`src/rtl/add_pkg.sv`:
```
// rtl/add_pkg.sv - shared types and defaults for the adder settle controller
package add_pkg;

    typedef enum logic [1:0] {
        ST_IDLE   = 2'd0,
        ST_SETTLE = 2'd1,
        ST_HOLD   = 2'd2
    } add_state_e;

    localparam int ADD_WIDTH         = 4;
    localparam int ADD_SETTLE_CYCLES = 3;
    localparam int ADD_CNT_W         = 8;

endpackage

```
`src/rtl/add_settle_ctrl.sv`:
```
// rtl/add_settle_ctrl.sv - holds operands on an external ripple adder, waits, captures the sum
// Optional settle-stability check enabled by macro ADD_SETTLE_CHECK_EN.
module add_settle_ctrl
    import add_pkg::*;
#(
    parameter int WIDTH         = ADD_WIDTH,
    parameter int SETTLE_CYCLES = ADD_SETTLE_CYCLES
) (
    input  logic             clk,
    input  logic             rst_n,
    input  logic             in_valid,
    output logic             in_ready,
    input  logic [WIDTH-1:0] in_a,
    input  logic [WIDTH-1:0] in_b,
    input  logic             in_cin,
    output logic [WIDTH-1:0] add_a,
    output logic [WIDTH-1:0] add_b,
    output logic             add_cin,
    input  logic [WIDTH:0]   add_sum,
    output logic             out_valid,
    input  logic             out_ready,
    output logic [WIDTH:0]   out_sum,
    output logic             settle_err
);

    localparam logic [ADD_CNT_W-1:0] CNT_LOAD = ADD_CNT_W'(SETTLE_CYCLES - 1);

    add_state_e           state_q, state_d;
    logic [ADD_CNT_W-1:0] cnt_q, cnt_d;
    logic [WIDTH-1:0]     add_a_q, add_a_d;
    logic [WIDTH-1:0]     add_b_q, add_b_d;
    logic                 add_cin_q, add_cin_d;
    logic [WIDTH:0]       out_sum_q, out_sum_d;
    logic                 out_valid_q, out_valid_d;
    logic                 in_ready_q, in_ready_d;
    logic                 capture_ok;

`ifdef ADD_SETTLE_CHECK_EN
    localparam bit HAS_PRIOR = (SETTLE_CYCLES >= 2);
    logic [WIDTH:0] prev_sum_q, prev_sum_d;
    logic           settle_err_q, settle_err_d;

    // A single-cycle settle window has no earlier sample to compare against.
    assign capture_ok = !HAS_PRIOR || (add_sum == prev_sum_q);
    assign prev_sum_d = (state_q == ST_SETTLE) ? add_sum : prev_sum_q;
    assign settle_err_d = settle_err_q ||
                          ((state_q == ST_SETTLE) && (cnt_q == '0) && !capture_ok);
    assign settle_err = settle_err_q;
`else
    assign capture_ok = 1'b1;
    assign settle_err = 1'b0;
`endif

    always_comb begin
        state_d     = state_q;
        cnt_d       = cnt_q;
        add_a_d     = add_a_q;
        add_b_d     = add_b_q;
        add_cin_d   = add_cin_q;
        out_sum_d   = out_sum_q;
        out_valid_d = out_valid_q;
        in_ready_d  = in_ready_q;
        case (state_q)
            ST_IDLE: begin
                if (in_valid && in_ready_q) begin
                    add_a_d    = in_a;
                    add_b_d    = in_b;
                    add_cin_d  = in_cin;
                    cnt_d      = CNT_LOAD;
                    in_ready_d = 1'b0;
                    state_d    = ST_SETTLE;
                end
            end
            ST_SETTLE: begin
                if (cnt_q != '0) begin
                    cnt_d = cnt_q - 1'b1;
                end else if (capture_ok) begin
                    out_sum_d   = add_sum;
                    out_valid_d = 1'b1;
                    state_d     = ST_HOLD;
                end
            end
            ST_HOLD: begin
                if (out_ready) begin
                    out_valid_d = 1'b0;
                    in_ready_d  = 1'b1;
                    state_d     = ST_IDLE;
                end
            end
            default: begin
                out_valid_d = 1'b0;
                in_ready_d  = 1'b1;
                state_d     = ST_IDLE;
            end
        endcase
    end

    always_ff @(posedge clk) begin
        if (!rst_n) begin
            state_q     <= ST_IDLE;
            cnt_q       <= '0;
            add_a_q     <= '0;
            add_b_q     <= '0;
            add_cin_q   <= 1'b0;
            out_sum_q   <= '0;
            out_valid_q <= 1'b0;
            in_ready_q  <= 1'b1;
`ifdef ADD_SETTLE_CHECK_EN
            prev_sum_q   <= '0;
            settle_err_q <= 1'b0;
`endif
        end else begin
            state_q     <= state_d;
            cnt_q       <= cnt_d;
            add_a_q     <= add_a_d;
            add_b_q     <= add_b_d;
            add_cin_q   <= add_cin_d;
            out_sum_q   <= out_sum_d;
            out_valid_q <= out_valid_d;
            in_ready_q  <= in_ready_d;
`ifdef ADD_SETTLE_CHECK_EN
            prev_sum_q   <= prev_sum_d;
            settle_err_q <= settle_err_d;
`endif
        end
    end

    assign add_a     = add_a_q;
    assign add_b     = add_b_q;
    assign add_cin   = add_cin_q;
    assign out_sum   = out_sum_q;
    assign out_valid = out_valid_q;
    assign in_ready  = in_ready_q;

endmodule

```
`config.mk`:
```
export PLATFORM = sky130hd
export DESIGN_NAME = add_settle_ctrl
export DESIGN_NICKNAME = d
export VERILOG_FILES = /design/src/rtl/add_pkg.sv /design/src/rtl/add_settle_ctrl.sv
export SDC_FILE = /design/constraint.sdc
export NUM_CORES = 1
export LEC_CHECK = 0
export ABC_CLOCK_PERIOD_IN_PS = 2840
export CORE_MARGIN = 2
export CORE_UTILIZATION = 45
export CTS_CLUSTER_SIZE = 25
export DETAILED_ROUTE_END_ITERATION = 8
export PLACE_DENSITY_LB_ADDON = 0.1
export SLEW_MARGIN = 0
export SYNTH_ARGS = -nofsm -noshare
export SYNTH_HDL_FRONTEND = slang
export SYNTH_SLANG_ARGS = --single-unit
```
`constraint.sdc`:
```
create_clock -name clk -period 2.84 [get_ports clk]
set_clock_uncertainty 0.2 [all_clocks]
set_input_delay 0.852 -clock clk [delete_from_list [all_inputs] [get_ports clk]]
set_output_delay 0.852 -clock clk [all_outputs]
set_load 0.02 [all_outputs]
```
==> impl_metrics.ini <==
[yosys]
synthAdderAreaFrac = 0.02167
avgSynthCellArea_um2 = 8.952
synth_top_area_frac = 0.4507
ys_ff_latch = 26
ys_warn_count = 0
syn_nets = 149
synth-simple-area-share = 0.2308
async_flop_share = 0
synthFlopType = dfxtp_1
synth.mux.area_fraction = 0.07801
ys_types = 33
synth-compound-area-share = 0.1668
synth_xor_area_frac = 0
netlist_area_um2 = 1155
synth_top_family_by_area = simple AND/OR/NAND/NOR gates
synth_area_leaders = dfxtp_1 (45%), nand2_1 (8.8%), mux2i_1 (7.8%), a21boi_0 (5.9%), nor2_1 (2.9%)
yosys.area.top_type = dfxtp_1
synth_cells = 129
synth_edf_count = 0
ys_seq_area_frac = 0.4507
yosysMostFrequentCell = nand2_1
ys_top_cells_by_count = nand2_1 (27), dfxtp_1 (26), a21boi_0 (9), mux2i_1 (9), nor2_1 (9)

[timing]
finalCritPeriodShare = 0.8378
setup_viol = 0
holdWs_ns = 0.2670
tightest_slew_ns = 0.5707
finalSetupTns_ns = 0
relSlewSlack = 0.6097
hold_viol = 0
fmax_ghz = 0.4203
setup_ws_ns = 0.4608
drv_slew = 0
rsz0062_at_grt = false
min_period_ns = 2.379

[cts]
clkTransAtPathRegs_ns = 0.14
ctsResizeCount = 0
h-tree-depth = 1
clkLatencyLatePin_ns = 0.32
postCtsHoldBufs = 0
cts_buffer_depth = 2
post_cts_buffers = 0
cts_root_buffer = clkbuf_4
cts_buffers = 3
cts_sinks = 26
cts_tree = yes

[placed_design]
dp_slack_ns = 0.1846
post-dp-hpwl_um = 1793
dp_cells = 190
io_buffers = 33
dpl-instance-area_um2 = 1521
globalplace.congestion = 0.8303

[worst_setup_path]
worstSetupStartpointType = flip-flop
cp.arrival_ns = 1.33
worstReg2RegStart = cnt_q[1]
slowest_delay_ns = 0.61
endpoint = in_ready
reg2reg_depth = 6
crit_chain = clkdlybuf4s50_1
worstPathBufferInverterCount = 1
required_ns = 1.79
worstSetupPathType = reg2out
cp_max_fo = 4
crit_family = buffers and inverters
end_kind = primary output
slowest_stage = clkdlybuf4s50_1
cp.depth = 1
worstReg2RegEnd = cnt_q[1]
regToRegSetupSlack_ns = 0.65
worstSetupStartpoint = in_ready

[global_routing]
globalRouteMet3Util = 0.06011
grt_pass1_vias = 984
antenna_found_initial = 0
globalRouteMet1Util = 0.2117
grt-busiest-layer = met2
grt_pass1_wl_um = 4071
grtUsageMet2 = 0.3413
grt_overflow = 0
track_usage = 0.1871
grt_max_degree = 16

[finish]
final-seq-area_um2 = 520.5
final_core_util = 0.6346
fill_cells = 198
final_cells = 194
final_area_um2 = 1558
multi_input_area_um2 = 584.3
nets = 185
antennaDiodeCount = 0
drive_gt1_frac = 0.08537
syn_to_final_growth_pct = 34.89

[detailed_routing]
antenna_left = 0
wirelength_um = 2429
vias = 1022
wl_per_cell_um = 12.52
first_pass_iters = 4
vias_per_cell = 5.268
drcViolationCount = 0
drt_iter0_drc = 16

[pwr]
total_power_mw = 1.352
switching_share = 0.3764
cellPowerDensity_nw_per_um2 = 868.1
internal_power_mw = 0.8433
power.leakage_nw = 0.6167
ir_drop_uv = 600.0
clkPwrFrac = 0.140
power_switching_mw = 0.5090
p_comb_frac = 0.455
p_seq_frac = 0.405

[floorplan]
ios = 35
rows = 18
die_y_um = 54.66
design.core.area_um2 = 2455
dieArea_um2 = 2988
initial_core_util = 0.4704
die_w_um = 54.66

[status]
status = completed

[hold_path]
hp-class = reg2reg

[flow_run]
maxCapViolations = 0
[flip-flops by register name, indices dropped and copies added (netlist names)]
register / flops
add_b: 4
out_valid: 1
cnt_q: 8
state_q: 2
add_cin: 1
in_ready: 1
out_sum: 5
add_a: 4
[layout by cell type, fill, tap and decap left out, types with 2 or more instances in the layout]
cell type,instances
nor2b_1,3
mux2i_1,9
a211oi_1,2
a21boi_0,9
nor2_1,9
ha_1,2
nand2_1,27
o2111ai_1,2
inv_1,4
clkbuf_4,3
a2111oi_0,2
buf_4,4
dfxtp_1,26
a21oi_1,5
nand3_1,2
or3_1,2
or4_4,2
clkdlybuf4s50_1,33
nand2b_1,3
[final cells by class]
class	instances	area share
clock buffer	4	0.02329
inverter	5	0.01205
multi-input combinational	92	0.3751
sequential	26	0.3341
tap	30	0.02410
timing repair buffer	37	0.2313
[tightest hold or removal path: stages (launching register included)]
cell and delay (ns):
dfxtp_1 0.34, nand2_1 0.05, a21oi_1 0.05
[power groups by stage]
stage,Combinational (mW),Sequential [mW],Clock (mW)
CTS,0.623,0.547,0.193
global placement,0.606,0.551,0
floorplan,0.390,0.586,0
detailed placement,0.617,0.555,0
finish,0.615,0.547,0.190
global route,0.685,0.564,0.200
[per-layer routing]
layer | vias up | wire (um)
li1 | 514 | -
met1 | 478 | 1094
met2 | 28 | 1188
met3 | 2 | 133
met4 | 0 | 13
met5 | - | 0
[how the worst min path moves through the flow]
stage | start | cells past startpoint | end | slack, ns
global placement | add_b[1] | 2 | add_b[1] | 0.25
global route | cnt_q[7] | 2 | cnt_q[7] | 0.30
CTS | add_b[1] | 2 | add_b[1] | 0.27
finish | add_b[1] | 2 | add_b[1] | 0.27
detailed placement | add_b[1] | 2 | add_b[1] | 0.25
floorplan | cnt_q[7] | 2 | cnt_q[7] | 0.24
[cell families after synthesis]
| kind of cell | count (synthesis) |
|---|---|
| compound gates | 26 |
| fa+ha+maj | 2 |
| flops | 26 |
| other cells | 1 |
| simple gates | 54 |
| mux | 9 |
| buf+inv | 11 |
(Power assumes the default switching activity.)
